`src/rtl/out_display_driver.sv`:
```
// out_display_driver
// Converts the SAP-1 OUT byte into three BCD digits with a sequential
// shift-add-3 engine, then scans them onto a 3-digit common-anode
// 7-segment display with leading-zero blanking.
//
// Handshake: none. data_in is level-sampled while idle; a new conversion
// starts whenever data_in differs from the last accepted value. busy is
// high for exactly 8 cycles per conversion and bcd is valid whenever busy
// is low. Changes of data_in while busy are picked up on the first idle
// cycle afterwards.
module out_display_driver #(
   parameter int SCAN_DIV = 50000
) (
   input  logic        clk,
   input  logic        rst_n,
   input  logic [7:0]  data_in,
   output logic [6:0]  seg,
   output logic [2:0]  an,
   output logic [11:0] bcd,
   output logic        busy,
   output logic        dbg_state
);

   localparam int PW = (SCAN_DIV > 2) ? $clog2(SCAN_DIV) : 1;
   localparam logic [PW-1:0] PRESC_LAST = PW'(SCAN_DIV - 1);

   localparam logic [6:0] SEG_BLANK = 7'b1111111;
   localparam logic [2:0] AN_BLANK  = 3'b111;

   typedef enum logic {
      S_IDLE = 1'b0,
      S_CONV = 1'b1
   } state_t;

   state_t         state_q, state_d;
   logic [7:0]     last_q, last_d;
   logic [19:0]    shreg_q, shreg_d;
   logic [2:0]     cnt_q, cnt_d;
   logic [11:0]    bcd_q, bcd_d;
   logic [PW-1:0]  presc_q, presc_d;
   logic [1:0]     dig_q, dig_d;
   logic [6:0]     seg_q, seg_d;
   logic [2:0]     an_q, an_d;

   logic [19:0]    adj;
   logic [19:0]    shifted;
   logic [3:0]     hund, tens, ones;

   // Double-dabble correction: a nibble of 5 or more would overflow past 9
   // when doubled, so it is pre-biased by 3.
   function automatic logic [3:0] add3(input logic [3:0] n);
      return (n >= 4'd5) ? n + 4'd3 : n;
   endfunction

   // Active-low gfedcba patterns; anything outside 0..9 goes dark.
   function automatic logic [6:0] seg_of(input logic [3:0] n);
      logic [6:0] s;
      case (n)
         4'd0:    s = 7'b1000000;
         4'd1:    s = 7'b1111001;
         4'd2:    s = 7'b0100100;
         4'd3:    s = 7'b0110000;
         4'd4:    s = 7'b0011001;
         4'd5:    s = 7'b0010010;
         4'd6:    s = 7'b0000010;
         4'd7:    s = 7'b1111000;
         4'd8:    s = 7'b0000000;
         4'd9:    s = 7'b0010000;
         default: s = SEG_BLANK;
      endcase
      return s;
   endfunction

   // One shift-add-3 step of the conversion register.
   always_comb begin
      adj     = {add3(shreg_q[19:16]), add3(shreg_q[15:12]),
                 add3(shreg_q[11:8]), shreg_q[7:0]};
      shifted = adj << 1;
   end

   // Conversion FSM: next state and datapath updates.
   always_comb begin
      state_d = state_q;
      last_d  = last_q;
      shreg_d = shreg_q;
      cnt_d   = cnt_q;
      bcd_d   = bcd_q;
      case (state_q)
         S_IDLE: begin
            if (data_in != last_q) begin
               last_d  = data_in;
               shreg_d = {12'h000, data_in};
               cnt_d   = 3'd0;
               state_d = S_CONV;
            end
         end
         S_CONV: begin
            shreg_d = shifted;
            cnt_d   = cnt_q + 3'd1;
            if (cnt_q == 3'd7) begin
               bcd_d   = shifted[19:8];
               state_d = S_IDLE;
            end
         end
         default: state_d = S_IDLE;
      endcase
   end

   assign hund = bcd_q[11:8];
   assign tens = bcd_q[7:4];
   assign ones = bcd_q[3:0];

   // Scan prescaler, digit rotation and registered segment/anode drive.
   always_comb begin
      presc_d = presc_q + 1'b1;
      dig_d   = dig_q;
      if (presc_q == PRESC_LAST) begin
         presc_d = '0;
         case (dig_q)
            2'd0:    dig_d = 2'd1;
            2'd1:    dig_d = 2'd2;
            default: dig_d = 2'd0;
         endcase
      end

      seg_d = SEG_BLANK;
      an_d  = AN_BLANK;
      case (dig_q)
         2'd0: begin
            an_d  = 3'b110;
            seg_d = seg_of(ones);
         end
         2'd1: begin
            if (!(hund == 4'd0 && tens == 4'd0)) begin
               an_d  = 3'b101;
               seg_d = seg_of(tens);
            end
         end
         2'd2: begin
            if (hund != 4'd0) begin
               an_d  = 3'b011;
               seg_d = seg_of(hund);
            end
         end
         default: begin
            an_d  = AN_BLANK;
            seg_d = SEG_BLANK;
         end
      endcase
   end

   // State and datapath registers; reset also aborts any conversion.
   always_ff @(posedge clk or negedge rst_n) begin
      if (!rst_n) begin
         state_q <= S_IDLE;
         last_q  <= 8'h00;
         shreg_q <= 20'h00000;
         cnt_q   <= 3'd0;
         bcd_q   <= 12'h000;
         presc_q <= '0;
         dig_q   <= 2'd0;
         seg_q   <= 7'b1000000;
         an_q    <= 3'b110;
      end else begin
         state_q <= state_d;
         last_q  <= last_d;
         shreg_q <= shreg_d;
         cnt_q   <= cnt_d;
         bcd_q   <= bcd_d;
         presc_q <= presc_d;
         dig_q   <= dig_d;
         seg_q   <= seg_d;
         an_q    <= an_d;
      end
   end

   assign seg       = seg_q;
   assign an        = an_q;
   assign bcd       = bcd_q;
   assign busy      = (state_q == S_CONV);
   assign dbg_state = state_q;

endmodule

```
`config.mk`:
```
export PLATFORM = sky130hd
export DESIGN_NAME = out_display_driver
export DESIGN_NICKNAME = d
export VERILOG_FILES = /design/src/rtl/out_display_driver.sv
export SDC_FILE = /design/constraint.sdc
export NUM_CORES = 1
export LEC_CHECK = 0
export CORE_ASPECT_RATIO = 0.9
export CORE_MARGIN = 4
export CORE_UTILIZATION = 52
export DETAILED_ROUTE_END_ITERATION = 7
export PLACE_DENSITY = 0.85
export SYNTH_ARGS = -nofsm -noshare
export SYNTH_HDL_FRONTEND = slang
export SYNTH_SLANG_ARGS = --single-unit
export TNS_END_PERCENT = 20
```
`constraint.sdc`:
```
create_clock -name clk -period 1.6 [get_ports clk]
set_input_delay 0.16 -clock clk [delete_from_list [all_inputs] [get_ports clk]]
set_output_delay 0.16 -clock clk [all_outputs]
set_load 0.03 [all_outputs]
```
Word-level counts from Yosys, hierarchy flattened --
Memory sizes are Yosys's and may differ from the RTL's. Cells that the tools add are included.
Operators by class: $add $sub $neg 5, $lt $le $gt $ge 3, equal/unequal tests 6, mux-type cells 18, bitwise gates (word level) 1, reductions and logical operators 7
Operators by type and width (count):
- case mux 20 bit (2 select lines) | 1
- case mux 7 bit (3 select lines) | 1
- two-way mux 20 bit | 1
- adder 16 x 1 -> 16 bit, second input constant | 1
- == test 16 bit, second input constant | 1
- two-way mux 16 bit | 1
- two-way mux 7 bit | 2
- >= comparator 4 x 3 -> 1 bit, second input constant | 3
- two-way mux 3 bit | 3
- case mux 3 bit (3 select lines) | 1
- adder 4 x 2 -> 4 bit, second input constant | 2
- zero test 4 bit | 2
- two-way mux 4 bit | 2
- inequality test 8 bit | 1
- case mux 3 bit (2 select lines) | 1
- case mux 2 bit (2 select lines) | 1
- AND reduction 2 bit | 2
- nonzero test 4 bit | 1
- adder 3 x 1 -> 3 bit, second input constant | 1
- adder 3 x 2 -> 3 bit, second input constant | 1
- == test 3 bit, second input constant | 1
- == test 2 x 1 -> 1 bit, second input constant | 1
- == test 2 bit, second input constant | 1
- zero test 2 bit | 1
- other kinds (6) | 7
Word-level totals: flip-flop bits (word level) 72, memory bits (read-only) 336, input bits 10, output and inout bits 24, logic and storage cells 52, memories 3
Memory list:
- (name not given) | words 16, bits a word 7, rd ports 1, clocked after Yosys merged registers in 0, write ports 0, RTL line 58 | case (n)
- (name not given) | words 16, bits a word 7, rd ports 1, clocked after Yosys merged registers in 0, write ports 0, RTL line 58
- (name not given) | words 16, bits a word 7, rd ports 1, clocked after Yosys merged registers in 0, write ports 0, RTL line 58

Depth between registers and ports, before layout --
depth after elaboration 4, gate-level depth with buffers 6, depth with buffers taken out 6

Least setup slack after synthesis --
OpenSTA, ideal clock, no wires.
path type register to register, from register bcd_q[9], in the netlist bcd[9], to register seg_q[0], in the netlist seg[0], setup time 0.090 ns, arrival 1.799 ns, data required time 1.510 ns, slack -0.289 ns, stages on the path, launching flop included 7, buffers on the path 0, period minus slack after synthesis 1.889 ns, path through dfrtp_1 > inv_1 > ha_1 > nand4bb_1 > o311ai_0 > o21ai_0 > o221ai_1
On the way: word-level cells in the longest chain between the ends 4, elaborated cells on any way between the ends 7, classes of those cells mux: 3; reduce/logical: 3; memory: 1
Ends and longest elaborated chain:
- start, declared | RTL line 39 | logic [11:0] bcd_q, bcd_d;
- start signal, assigned | RTL line 159 | bcd_q <= 12'h000;
- start signal, assigned | RTL line 169 | bcd_q <= bcd_d;
- branches (longest 3 deep; another with memory (16 x 7 bit))
- case mux 7 bit (3 select lines) * | RTL line 128 | case (dig_q)
- net seg_d[0] | RTL line 42 | logic [6:0] seg_q, seg_d;
- end signal, assigned | RTL line 172 | seg_q <= seg_d;
- end, declared | RTL line 42
Mark *: on every way through the listed nets, which the timed path passes. A chain may end at the register's enable or synchronous reset.

Worst setup path after layout --
from register presc_q[5], to register dig_q[1]
On the way: word-level cells in the longest chain between the ends 1
Ends and longest elaborated chain:
- start, declared | RTL line 40 | logic [PW-1:0] presc_q, presc_d;
- start signal, assigned | RTL line 170 | presc_q <= presc_d;
- == test 16 bit | RTL line 117 | if (presc_q == PRESC_LAST) begin
- end signal, assigned | RTL line 171 | dig_q <= dig_d;
- end, declared | RTL line 41 | logic [1:0] dig_q, dig_d;
Every way passes these cells.

==> impl_summary.txt <==
----------------------------------------------------
[Global routing]
  Largest net degree at the start of global routing ... 73
  Overall routing resource usage ... 0.2008
  Via count of the first global-routing pass ... 3057
  Number of antenna violations at the first check in global routing ... 0
  Global route total overflow ... 0
  Global-route wire length before repair ... 14080 um

[Yosys]
  Post-synth top area cell ... dfrtp_1
  Most area-consuming cells after synthesis ... dfrtp_1, ha_1, mux2_2
  Number of synthesized flops with an enable pin ... 0
  Total standard cell area after synthesis ... 0.003849 mm2
  Mean instance size in the synthesized netlist ... 10.60 um2
  Total number of yosys warnings ... 0
  Post-synth top area share ... 0.4486
  Mapped Cells ... 363
  Ys flop type ... dfrtp_1
  Yosys cell types ... 47
  Synthesis-stage register bit count ... 72
  Fraction of registers with async set or reset after synthesis ... 1.000
  Portion of the post-synthesis area used by sequential elements ... 0.4691
  Synthesized netlist net count ... 398

[CTS]
  Clock Root Buffer ... clkbuf_8
  Clock tree from TritonCTS ... yes
  CTS Sinks ... 72
  Clock latency on the worst-skew pair ... 0.35 ns
  Deepest clock path buffer count ... 2
  Number of buffers added by the clock tree synthesis step ... 9
  Deepest level of the CTS H-tree ... 3
  Clock transition time at the flip-flop clock pins of the worst setup and hold paths ... 0.07 ns

[Finish]
  Relative area change from synthesis to final layout ... 27.89%
  Share of cells above drive strength 1 ... 0.2626
  Leading cell type in the layout, fill and taps excluded ... dfrtp_1
  Filler instances ... 510
  Most used cells in the layout excluding fill and tap cells ... dfrtp_1, buf_4, nor2_1
  Number of diodes ... 0
  Net total in the final layout ... 472

[Placement]
  Half-perimeter wire length after placement ... 5772 um
  Routability cong. ... 0.8660
  IO Port Bufs ... 33
  Pre-CTS setup slack ... -0.1984 ns

[Critical path]
  Highest fanout seen on the critical path ... 4
  Endpoint of the worst-slack reg-to-reg timing path ... dig_q[1]
  Type of the worst setup path ... register to register
  Arrival time worst endpoint ... 1.88 ns
  Slack of the worst reg-to-reg path ... -0.04 ns
  Critical R2R Launch ... presc_q[5]
  Worst-path cell chain ... nor4b_2 > nand4_1 > nor4_4 > buf_4 > mux2_4
  Cells on worst reg2reg path ... 5
  CP peak stage delay ... 0.40 ns
  Setup crit start kind ... register
  Required time reported for the critical path endpoint ... 1.84 ns
  Slowest cell on the critical path ... dfrtp_1
  Type of element capturing the critical path ... register

[Floorplan]
  Core area ... 0.007112 mm2
  Cell row count ... 29
  DIE HEIGHT ... 89.62 um
  Die span in x ... 98.69 um
  Top-Level Pins ... 34
  Initial core utilization ... 0.5412
  Area enclosed by the die boundary ... 0.008844 mm2

[Timing]
  Final worst-path cycle share ... 1.026
  Final critical path time including I/O delays and setup ... 1.641 ns
  Setup repair after global routing missed its margin ... true
  Final hold vios ... 0
  Total Negative Setup Slacks ... -0.08086 ns
  Measured slew at the worst slew-check pin ... 0.3776 ns
  Final setup viols ... 2
  Max Clock Skew ... 0.007124 ns
  Fmax ... 609.3 MHz
  Slack of the critical path ... -0.04125 ns
  Final number of max-transition violations ... 0
  Worst slew margin relative to its limit ... 0.7483

[Pwr]
  Pleak ... 2.237 nW
  Maximum vdd drop ... 0.0008381 V
  Power per standard cell area ... 1860 mW/mm2

[Drt]
  Residual DRC ... 0
  Top routing layer in use ... met4
  Via Count ... 3003
  Routed length on met1 ... 3812 um
  Detailed route wirelength on metal2 ... 4396 um
  Remaining number of nets flagged by the antenna check after routing ... 0
  First-pass DRT Iterations ... 4
  Via-to-Cell Ratio ... 5.655
  DRT iter0 DRCs ... 102
  Detail-routed net length per standard cell ... 16.38 um
  Post-detailed-routing wire length ... 8696 um
  DR WL met3 ... 375 um

[Run status]
  Result of the run ... finished, violations left
  Failing checks ... negative setup slack

[Flow run]
  Max-capacitance violation count ... 0

[Worst hold path]
  Hold Crit Class ... input port to asynchronous set/reset pin

----------------------------------------------------
## per-layer routing
metal / track usage / vias to the layer above
met5: 0 / -
met1: 0.2465 / 1486
met2: 0.3505 / 80
li1: - / 1423
met3: 0.05560 / 14
met4: 0.06328 / 0
## critical path: cells and delay by family (launching register included)
kind | cells | cell delay [ns]
flops | 1 | 0.40
buf+inv | 1 | 0.18
simple gates | 3 | 0.64
mux | 1 | 0.30
## logic make-up after synthesis
group           share of synthesized area
xor+xnor                          0.05689
flops                              0.4691
simple gates                       0.1378
buf+inv                           0.04096
fa+ha+maj                         0.08127
mux                               0.07412
compound gates                     0.1398
## through the flow
step | cell area [um2] | hold WS [ns] | utilization | power, mW | instances
after floorplan | 3862 | -0.1356 | - | 5.896 | 363
after global placement | 4549 | 0.2126 | 0.6397 | 7.196 | 512
after detailed placement | 4549 | 0.2161 | 0.6397 | 7.446 | 512
after CTS | 4775 | 0.3691 | 0.6714 | 8.907 | 525
after global routing | 4922 | 0.3939 | 0.6921 | 9.758 | 531
final | 4922 | 0.3499 | 0.6921 | 9.157 | 531
## registers in the layout, indices dropped and copies added, names as in the netlist
| name | flops |
|---|---|
| presc_q | 16 |
| an | 3 |
| busy | 1 |
| last_q | 8 |
| seg | 7 |
| dig_q | 2 |
| shreg_q | 20 |
| cnt_q | 3 |
| bcd | 12 |
## final cells by class
class / instances / area, um2 / area share
clock inverters: 1 / 30.03 / 0.006101
clock buffers: 11 / 151.4 / 0.03076
inverters: 21 / 78.83 / 0.01601
flip-flops and latches: 72 / 1809 / 0.3676
repair buffers: 79 / 700.7 / 0.1423
multi-input cells: 254 / 2036 / 0.4136
well taps: 93 / 116.4 / 0.02364
## how the worst max path moves through the flow
stage,from,end,slack [ns],cells after the start
after floorplan,presc_q[0],dig_q[1],-0.07,5
after global placement,data_in[5],last_q[5],-0.13,6
after detailed placement,data_in[6],shreg_q[4],-0.20,6
after CTS,presc_q[5],dig_q[0],-0.07,4
after global routing,presc_q[5],dig_q[1],-0.09,5
final,presc_q[5],dig_q[1],-0.04,5
## Yosys cell counts, drive strengths merged (9+ instances only)
master and count:
nand2 21, ha 25, nor2 25, mux2 22, dfrtp 69, a21oi 20
xnor2 20, a22o 14, clkbuf 9, inv 21, o21ai 14, nand2b 10
## power breakdown
| part | switching (mW) | total (mW) | internal, mW |
|---|---|---|---|
| Combinational | 2.51 | 4.80 | 2.29 |
| Clock | 0.633 | 1.40 | 0.771 |
| Sequential | 0.510 | 2.95 | 2.44 |
## what timing repair did
item / 4_1_cts / 5_1_grt
pin swaps: 1 / 11
gates resized for setup: 23 / 30
endpoints found under the hold margin: 69 / 0
setup buffers: 0 / 5
setup endpoints to repair: 29 / 41
cloned: 0 / 1
hold buffers: 1 / 0
No activity file was read; power rests on OpenSTA's default activity.
